===== src/rtl/vdiv_element_sequencer.sv =====
// Issue-side element sequencer for the per-lane vector divider.
// Walks elements vstart..vl-1 of one divide/remainder instruction: reads
// operands, drives the divider start/done handshake, writes each result
// back and signals instruction completion to the lane controller.
module vdiv_element_sequencer #(
    parameter int VLMAX = 32,
    parameter int IDX_W = 5
) (
    input  logic             CLK,
    input  logic             nRST,
    input  logic             req_valid,
    output logic             req_ready,
    input  logic [IDX_W:0]   req_vl,
    input  logic [IDX_W-1:0] req_vstart,
    input  logic             req_signed,
    input  logic             req_quot,
    input  logic             req_mask_en,
    output logic [IDX_W-1:0] rd_idx,
    output logic             rd_en,
    input  logic [31:0]      rd_vs1,
    input  logic [31:0]      rd_vs2,
    input  logic             rd_mask,
    output logic             start_div,
    output logic [31:0]      vs1_data,
    output logic [31:0]      vs2_data,
    output logic             is_signed_div,
    output logic             div_type,
    input  logic             busy_du,
    input  logic             done_du,
    input  logic [31:0]      wdata_du,
    input  logic             exception_du,
    output logic             stop_flush,
    output logic             decode_done,
    output logic             wb_en,
    output logic [IDX_W-1:0] wb_idx,
    output logic [31:0]      wb_data,
    input  logic             flush,
    output logic             instr_done,
    output logic             dz_flag
);

    typedef enum logic [2:0] {
        S_IDLE,
        S_READ,
        S_ISSUE,
        S_WAIT,
        S_WB,
        S_FIN
    } state_t;

    localparam logic [IDX_W:0] VL_MAX = (IDX_W+1)'(VLMAX);

    state_t           state_q, state_d;
    logic [IDX_W-1:0] idx_q, idx_d;
    logic [IDX_W:0]   vl_q, vl_d;
    logic             signed_q, signed_d;
    logic             quot_q, quot_d;
    logic             mask_en_q, mask_en_d;
    logic             start_div_q, start_div_d;
    logic [31:0]      vs1_q, vs1_d;
    logic [31:0]      vs2_q, vs2_d;
    logic [31:0]      wb_data_q, wb_data_d;
    logic             dz_q, dz_d;
    logic             last_elem;

    // The divider's busy line is not needed for sequencing; done_du alone
    // marks completion.
    logic unused_busy;
    assign unused_busy = busy_du;

    // Compare in IDX_W+1 bits so idx == VLMAX-1 never wraps.
    assign last_elem = (({1'b0, idx_q} + (IDX_W+1)'(1)) == vl_q);

    // Next-state, datapath capture and control strobes.
    always_comb begin
        state_d     = state_q;
        idx_d       = idx_q;
        vl_d        = vl_q;
        signed_d    = signed_q;
        quot_d      = quot_q;
        mask_en_d   = mask_en_q;
        start_div_d = start_div_q;
        vs1_d       = vs1_q;
        vs2_d       = vs2_q;
        wb_data_d   = wb_data_q;
        dz_d        = dz_q;
        req_ready   = (state_q == S_IDLE) && !flush;
        rd_en       = 1'b0;
        decode_done = 1'b0;
        wb_en       = 1'b0;
        instr_done  = 1'b0;
        stop_flush  = 1'b0;

        case (state_q)
            S_IDLE: begin
                if (req_valid && !flush) begin
                    vl_d      = (req_vl > VL_MAX) ? VL_MAX : req_vl;
                    idx_d     = req_vstart;
                    signed_d  = req_signed;
                    quot_d    = req_quot;
                    mask_en_d = req_mask_en;
                    dz_d      = 1'b0;
                    state_d   = ({1'b0, req_vstart} >= req_vl) ? S_FIN : S_READ;
                end
            end
            S_READ: begin
                rd_en   = 1'b1;
                state_d = S_ISSUE;
            end
            S_ISSUE: begin
                // Operand data and mask arrive the cycle after the read strobe.
                vs1_d       = rd_vs1;
                vs2_d       = rd_vs2;
                decode_done = last_elem;
                if (mask_en_q && !rd_mask) begin
                    if (last_elem) begin
                        state_d = S_FIN;
                    end else begin
                        idx_d   = idx_q + 1'b1;
                        state_d = S_READ;
                    end
                end else begin
                    start_div_d = 1'b1;
                    state_d     = S_WAIT;
                end
            end
            S_WAIT: begin
                if (done_du) begin
                    start_div_d = 1'b0;
                    wb_data_d   = wdata_du;
                    dz_d        = dz_q | exception_du;
                    state_d     = S_WB;
                end
            end
            S_WB: begin
                wb_en = 1'b1;
                if (last_elem) begin
                    state_d = S_FIN;
                end else begin
                    idx_d   = idx_q + 1'b1;
                    state_d = S_READ;
                end
            end
            S_FIN: begin
                instr_done = 1'b1;
                stop_flush = 1'b1;
                state_d    = S_IDLE;
            end
            default: state_d = S_IDLE;
        endcase

        // Flush aborts from any state and wins over a new request.
        if (flush) begin
            state_d     = S_IDLE;
            start_div_d = 1'b0;
            dz_d        = 1'b0;
            rd_en       = 1'b0;
            wb_en       = 1'b0;
            decode_done = 1'b0;
            instr_done  = 1'b0;
            stop_flush  = 1'b1;
        end
    end

    // State, index, configuration and operand/result registers.
    always_ff @(posedge CLK or negedge nRST) begin
        if (!nRST) begin
            state_q     <= S_IDLE;
            idx_q       <= '0;
            vl_q        <= '0;
            signed_q    <= 1'b0;
            quot_q      <= 1'b0;
            mask_en_q   <= 1'b0;
            start_div_q <= 1'b0;
            vs1_q       <= '0;
            vs2_q       <= '0;
            wb_data_q   <= '0;
            dz_q        <= 1'b0;
        end else begin
            state_q     <= state_d;
            idx_q       <= idx_d;
            vl_q        <= vl_d;
            signed_q    <= signed_d;
            quot_q      <= quot_d;
            mask_en_q   <= mask_en_d;
            start_div_q <= start_div_d;
            vs1_q       <= vs1_d;
            vs2_q       <= vs2_d;
            wb_data_q   <= wb_data_d;
            dz_q        <= dz_d;
        end
    end

    assign rd_idx        = idx_q;
    assign wb_idx        = idx_q;
    assign start_div     = start_div_q && !flush;
    assign vs1_data      = vs1_q;
    assign vs2_data      = vs2_q;
    assign is_signed_div = signed_q;
    assign div_type      = quot_q;
    assign wb_data       = wb_data_q;
    assign dz_flag       = dz_q;

endmodule


===== config.mk =====
export PLATFORM = sky130hd
export DESIGN_NAME = vdiv_element_sequencer
export DESIGN_NICKNAME = d
export VERILOG_FILES = /design/src/rtl/vdiv_element_sequencer.sv
export SDC_FILE = /design/constraint.sdc
export NUM_CORES = 1
export LEC_CHECK = 0
export BUFFER_PORTS_ARGS = -buffer_cell sky130_fd_sc_hd__buf_2
export CORE_MARGIN = 5
export CORE_UTILIZATION = 45
export DETAILED_ROUTE_END_ITERATION = 7
export MAX_ROUTING_LAYER = met4
export PLACE_DENSITY = 0.9
export SYNTH_ARGS = -nofsm -noshare
export SYNTH_HDL_FRONTEND = slang
export SYNTH_SLANG_ARGS = --single-unit

===== constraint.sdc =====
create_clock -name CLK -period 2.3 [get_ports CLK]
set_clock_uncertainty 0.05 [all_clocks]
set_input_delay 0.23 -clock CLK [delete_from_list [all_inputs] [get_ports CLK]]
set_output_delay 0.23 -clock CLK [all_outputs]
set_load 0.005 [all_outputs]

==> run metrics, run 1 <==
initial antenna violation count 1; Synth Area in Adders 1.52%; Skew-Pair Late Insertion Delay 0.50 ns; Setup-failing EPs final 1; met2 Use GR 43.3%; clk root buf clkbuf_8; Tot Pwr 9.24 mW; endpoints failing hold 0; Syn Nets 559; register area 2880 um2; vias after detailed routing 4,769; Mean Syn Cell Area 11.4 um2; Final #Nets 907; clock buffer count from CTS 17; min Tclk post-route 2.31 ns; antenna-violating nets left 0; worst slew pin tran 0.653 ns; Yosys cell types 45; Leak Pwr 4.07 nW; Setup WS post-layout -0.00777 ns; H-tree levels 4; top cells by area, synth dfrtp_1 58%, mux2_2 15%, nand2_1 9.3%; most instantiated cells after synthesis 122 x nand2_1, 115 x dfrtp_1, 64 x mux2_2; FMAX 0.433 GHz; Max Cap Violations 0; first-pass GRT wire length 26.5 mm; routed length per placed instance 17.9 um; largest net degree at the start of global routing 116; Yosys reg bits 115; Final GP Congestion 0.930; total routed wirelength 16.8 mm; DRT iter0 DRCs 344; xor and xnor area share after synthesis 0.886%; crit end category output pin; Post-synth EDFFs 0; Die Area 13,200 um2; outcome finished, violations left; Clock Path Buffers 2; crit path kind reg -> out; synthesis-to-finish area growth 63.1%; Synth Area in Simple Gates 13.8%; Synth Area in Compound Gates 6.58%; peak supply drop 0.000569 V; top_reg_cell synth dfrtp_1; synthesized area 4940 um2; Final period util 100%; Remaining DRCs 0; RSZ-0062 raised after global routing yes; share of cells above drive strength 1 44.3%; CP Launch Type register; setup tns final -0.00777 ns; DIE WIDTH 115 um; area share of the largest cell type after synthesis 58.2%; Die Height 115 um; row cnt 38; YS warnings 0; Num Clock Sinks 115; fill cell count 629; sequential element share of the synthesized area 58.2%; Rel. slew slack 56.2%; multiplexer area fraction after synthesis 15.0%; largest area contributor in the netlist dfrtp_1; M1 GR Usage 30.2%; max-slew violations 0; core box area 10,800 um2; post-synthesis async set-or-reset flop share 100%; crit-path max FO 5; IO Count 234; CTS clock-pin slew for the worst setup and hold paths 0.06 ns; CTS tree done; worst hold path class in -> reg; GRT Total Usage 26.4%; DRT Pass-1 Iters 5; Syn Inst Count 435; met3 global-route usage 6.47%; Initial Util 45.8%; crit path DAT 2.03 ns; vias in the first global route 5,196; Vias/cell 5.08; most repeated cell in the gate-level netlist after synthesis nand2_1; PD cells 1150 nW/um2; post-DP HPWL 9.56 mm; total gr overflow 0; IO Port Bufs 232; busiest metal layer after global routing met2; failing checks negative setup slack; Critical Path RT 2.02 ns; multi-input logic area 1900 um2; main combinational cell family by area after synthesis multiplexers
==> final timing paths <==
| check | startpoint | end | slack, ns | cells past startpoint |
|---|---|---|---|---|
| max | rd_idx[0] | decode_done | -0.008 | 7 |
| min | req_vstart[2] | rd_idx[2] | 0.04 | 3 |
| max reg2reg | state_q[1] | dz_flag | 0.10 | 5 |
| min reg2reg | wb_data[2] | wb_data[2] | 0.42 | 2 |
| max in group asynchronous | nRST | rd_idx[1] | 1.37 | 3 |
| min in group asynchronous | nRST | vs2_data[27] | 0.28 | 3 |
==> metrics by stage <==
stage	std cells	hold WS (ns)	cell area, um2	worst slack (ns)	utilization [%]
finish	938	0.0393	8060	-0.00777	74.7
global placement	789	0.297	6240	0.261	57.8
CTS	933	0.0115	8040	-0.165	74.5
floorplan	435	-0.116	4940	0.335	-
global route	936	0.0468	8060	-0.0867	74.6
detailed placement	789	0.314	6240	0.178	57.8
==> cell families (layout without fill, tap and decap cells) <==
group	Yosys count	count (layout)
AOI/OAI and AO/OA	43	43
DFF	115	115
adders and majority gates	6	6
and+or+nand+nor	161	161
buffers and inverters	39	399
muxes	66	66
xor gates and xnor gates	5	5
other	0	3
==> final cells by class <==
| type | instances | area share [%] |
|---|---|---|
| Timing Repair Buffer | 358 | 30.0 |
| Sequential cell | 115 | 35.7 |
| Inverter | 10 | 0.466 |
| Clock buffer | 17 | 5.14 |
| Tap cell | 140 | 2.17 |
| Multi-Input combinational cell | 281 | 23.6 |
| Clock inverter | 14 | 2.86 |
| Antenna cell | 3 | 0.0931 |
==> sequential cells by signal, indices dropped and copies added (netlist names) <==
register       cells
is_signed_div      1
start_div_q        1
wb_data           32
mask_en_q          1
dz_flag            1
rd_idx             5
vs1_data          32
vl_q               6
div_type           1
vs2_data          32
state_q            3
==> placed cells by master (no fill, tap or decap), drive strengths merged, types with 3 or more instances in the layout <==
master       instances
clkinv               6
a22oi                3
clkbuf              17
o211ai               4
xor2                 3
diode                3
nand3                5
a21oi                7
nor2                 8
nand2              122
o21ai                4
buf                246
nor3                 4
a21o                 3
bufinv               5
nor2b                3
inv                 12
ha                   6
dlygate4sd3        112
dfrtp              115
a211oi               4
nor4                 3
o31ai                5
nand2b               8
mux2                64
==> layer usage <==
layer	routed length (um)	share of wire (%)
met1	6280	37
met2	8500	51
met3	1340	8.0
met4	673	4.0
met5	0	0
==> what timing repair did <==
item	CTS	global route
setup buffers	1	2
pin swaps	2	3
setup endpoints to repair	1	1
endpoints found under the hold margin	225	0
hold buffers	112	0
resized for setup	6	1
==> worst max-delay path: stages, from the launching register on <==
cell,delay [ns]
dfrtp_1,0.41
ha_4,0.20
xor2_1,0.17
o21ai_1,0.17
a21o_1,0.16
o2111ai_2,0.13
nor4_2,0.15
buf_2,0.15
==> where the power goes <==
group	internal, mW	leakage, nW	switching [mW]
Clock	1.88	0.310	0.971
Combinational	1.57	2.35	1.33
Sequential	2.90	1.41	0.580
Total	6.36	4.07	2.88
Power figures use the tool's default switching activity.
==> run 2, diff against run 1 <==
--- a/config.mk
+++ b/config.mk
@@ -5,6 +5,7 @@
 export SDC_FILE = /design/constraint.sdc
 export NUM_CORES = 1
 export LEC_CHECK = 0
+export ABC_AREA = 1
 export BUFFER_PORTS_ARGS = -buffer_cell sky130_fd_sc_hd__buf_2
 export CORE_MARGIN = 5
 export CORE_UTILIZATION = 45
==> run metrics, run 2 <==
PD cells 1290 nW/um2; Setup-failing EPs final 0; sequential element share of the synthesized area 58.2%; vias in the first global route 5,250; Num Clock Sinks 115; clock buffer count from CTS 17; worst hold path class in -> reg; CP Launch Type register; Yosys cell types 32; DP Cell Count 825; share of cells above drive strength 1 42.4%; CTS clock-pin slew for the worst setup and hold paths 0.06 ns; Crit-path slowest cell dfrtp_2; Final GP Congestion 0.836; endpoints failing hold 0; Rel. slew slack 32.9%; synthesis-to-finish area growth 60.8%; YS warnings 0; post-DP HPWL 9.69 mm; DRT iter0 DRCs 387; total routed wirelength 16.3 mm; Leak Pwr 4.16 nW; worst slew pin tran 1.01 ns; most instantiated cells after synthesis 149 x nand2_1, 115 x dfrtp_1, 61 x mux2_2; crit-path max FO 2; post-synthesis async set-or-reset flop share 100%; Final #Nets 938; Clock Path Buffers 2; Finished Layout Cells 974; CTS tree done; crit path kind reg -> out; Vias/cell 4.88; critical path's largest stage delay 0.43 ns; initial antenna violation count 1; Mean Syn Cell Area 10.6 um2; GRT Total Usage 26.2%; top cells by area, synth dfrtp_1 58%, mux2_2 14%, nand2_1 11%; Design Area, Final 7950 um2; FMAX 0.435 GHz; crit path DAT 2.02 ns; DIE WIDTH 115 um; Remaining DRCs 0; total gr overflow 0; top_reg_cell synth dfrtp_1; antenna-violating nets left 0; synthesized area 4940 um2; Max Cap Violations 0; Die Area 13,200 um2; outcome finished clean; RSZ-0062 raised after global routing yes; DRT Pass-1 Iters 6; min Tclk post-route 2.30 ns; crit end category output pin; first-pass GRT wire length 26.0 mm; Bufs and invs on worst path 1; routed length per placed instance 16.7 um; Die Height 115 um; core box area 10,800 um2; IO Count 234; most repeated cell in the gate-level netlist after synthesis nand2_1; Critical Path RT 2.02 ns; row cnt 38; Initial Util 45.8%; family with the most delay on the worst path simple AND/OR/NAND/NOR gates; Syn Nets 592; Syn Inst Count 468; commonest cells after routing, fill and taps aside 231 x buf_2, 148 x nand2_1, 114 x dfrtp_1; Yosys reg bits 115; peak supply drop 0.000712 V; Final Util 73.7%; commonest non-fill, non-tap cell in the layout buf_2; placed cell areas 6200 um2; largest area contributor in the netlist dfrtp_1; max-slew violations 0; Final period util 99.9%; crit-path cells ha_4, xnor2_2, nand2_1, nor2_2, nand3_2, nor4_4, buf_2; clk root buf clkbuf_8; H-tree levels 4; largest net degree at the start of global routing 57; Skew-Pair Late Insertion Delay 0.50 ns; IO Port Bufs 232; area share of the largest cell type after synthesis 58.2%; Post-synth EDFFs 0; vias after detailed routing 4,753
run 2: tightest hold or removal path, stage by stage:
cell and delay (ns):
buf_2 0.08, o21ai_0 0.06, nand3_1 0.08, a21oi_1 0.07
run 2: path summary, 6_finish.rpt:
kind / start / endpoint / slack [ns] / cells past startpoint
setup / recovery: rd_idx[1] / decode_done / 0.001 / 7
hold / removal: rd_mask / state_q[2] / 0.01 / 4
setup reg to reg: state_q[0] / vl_q[1] / 0.19 / 8
hold reg to reg: wb_data[19] / wb_data[19] / 0.41 / 2
max in group asynchronous: nRST / rd_idx[1] / 1.26 / 3
min in group asynchronous: nRST / vs2_data[22] / 0.15 / 2
run 2: where the power goes:
group | leakage [nW] | switching (mW) | internal, mW
Combinational | 2.49 | 1.93 | 2.00
Sequential | 1.39 | 0.622 | 3.05
Clock | 0.282 | 0.961 | 1.66
run 2: layout make-up:
| cell class | instances | area [um2] |
|---|---|---|
| sequential | 115 | 2880 |
| fill | 669 | 2840 |
| timing repair buffer | 348 | 2320 |
| multi-input combinational | 298 | 1840 |
| clock buffer | 18 | 418 |
| clock inverter | 14 | 179 |
| tap | 140 | 175 |
| inverter | 34 | 128 |
| antenna | 7 | 17.5 |
run 2: logic make-up (layout without fill, tap and decap cells):
| logic type | after synthesis | count (layout) | share of synthesized area (%) |
|---|---|---|---|
| AND/OR/NAND/NOR | 205 | 205 | 17.5 |
| flip-flops | 115 | 115 | 58.2 |
| multiplexers | 64 | 64 | 14.6 |
| buffers and inverters | 55 | 414 | 5.49 |
| AO/OA/AOI/OAI | 22 | 22 | 2.53 |
| adder cells (fa/ha/maj) | 6 | 6 | 1.52 |
| XOR/XNOR | 1 | 1 | 0.177 |
| other | 0 | 7 | 0 |
run 2: what timing repair did:
item / 4_1_cts / 5_1_grt
buffers inserted: 2 / 0
endpoints found under the hold margin: 187 / 0
hold buffers: 108 / 0
resized for setup: 2 / 7
endpoints found under the setup margin: 1 / 1
pin swaps: 2 / 4
run 2: per-layer routing:
metal | GRT usage, % | wire [um] | share of wire (%) | vias to the layer above
li1 | - | - | - | 2210
met5 | - | 0 | 0 | -
met1 | 27.8 | 5840 | 36 | 2263
met2 | 45.9 | 8730 | 54 | 224
met3 | 7.05 | 1150 | 7.1 | 56
met4 | 11.5 | 539 | 3.3 | 0
run 2: per-stage QoR:
stage | hold WS, ns | worst slack [ns] | power, mW | TNS [ns]
CTS | 0.00719 | 0.0115 | 10.1 | 0
finish | 0.0119 | 0.00126 | 10.2 | 0
detailed placement | 0.113 | 0.361 | 7.23 | 0
floorplan | -0.116 | 0.583 | 5.72 | 0
global route | 0.00872 | -0.153 | 10.9 | -0.153
global placement | 0.117 | 0.413 | 6.99 | 0
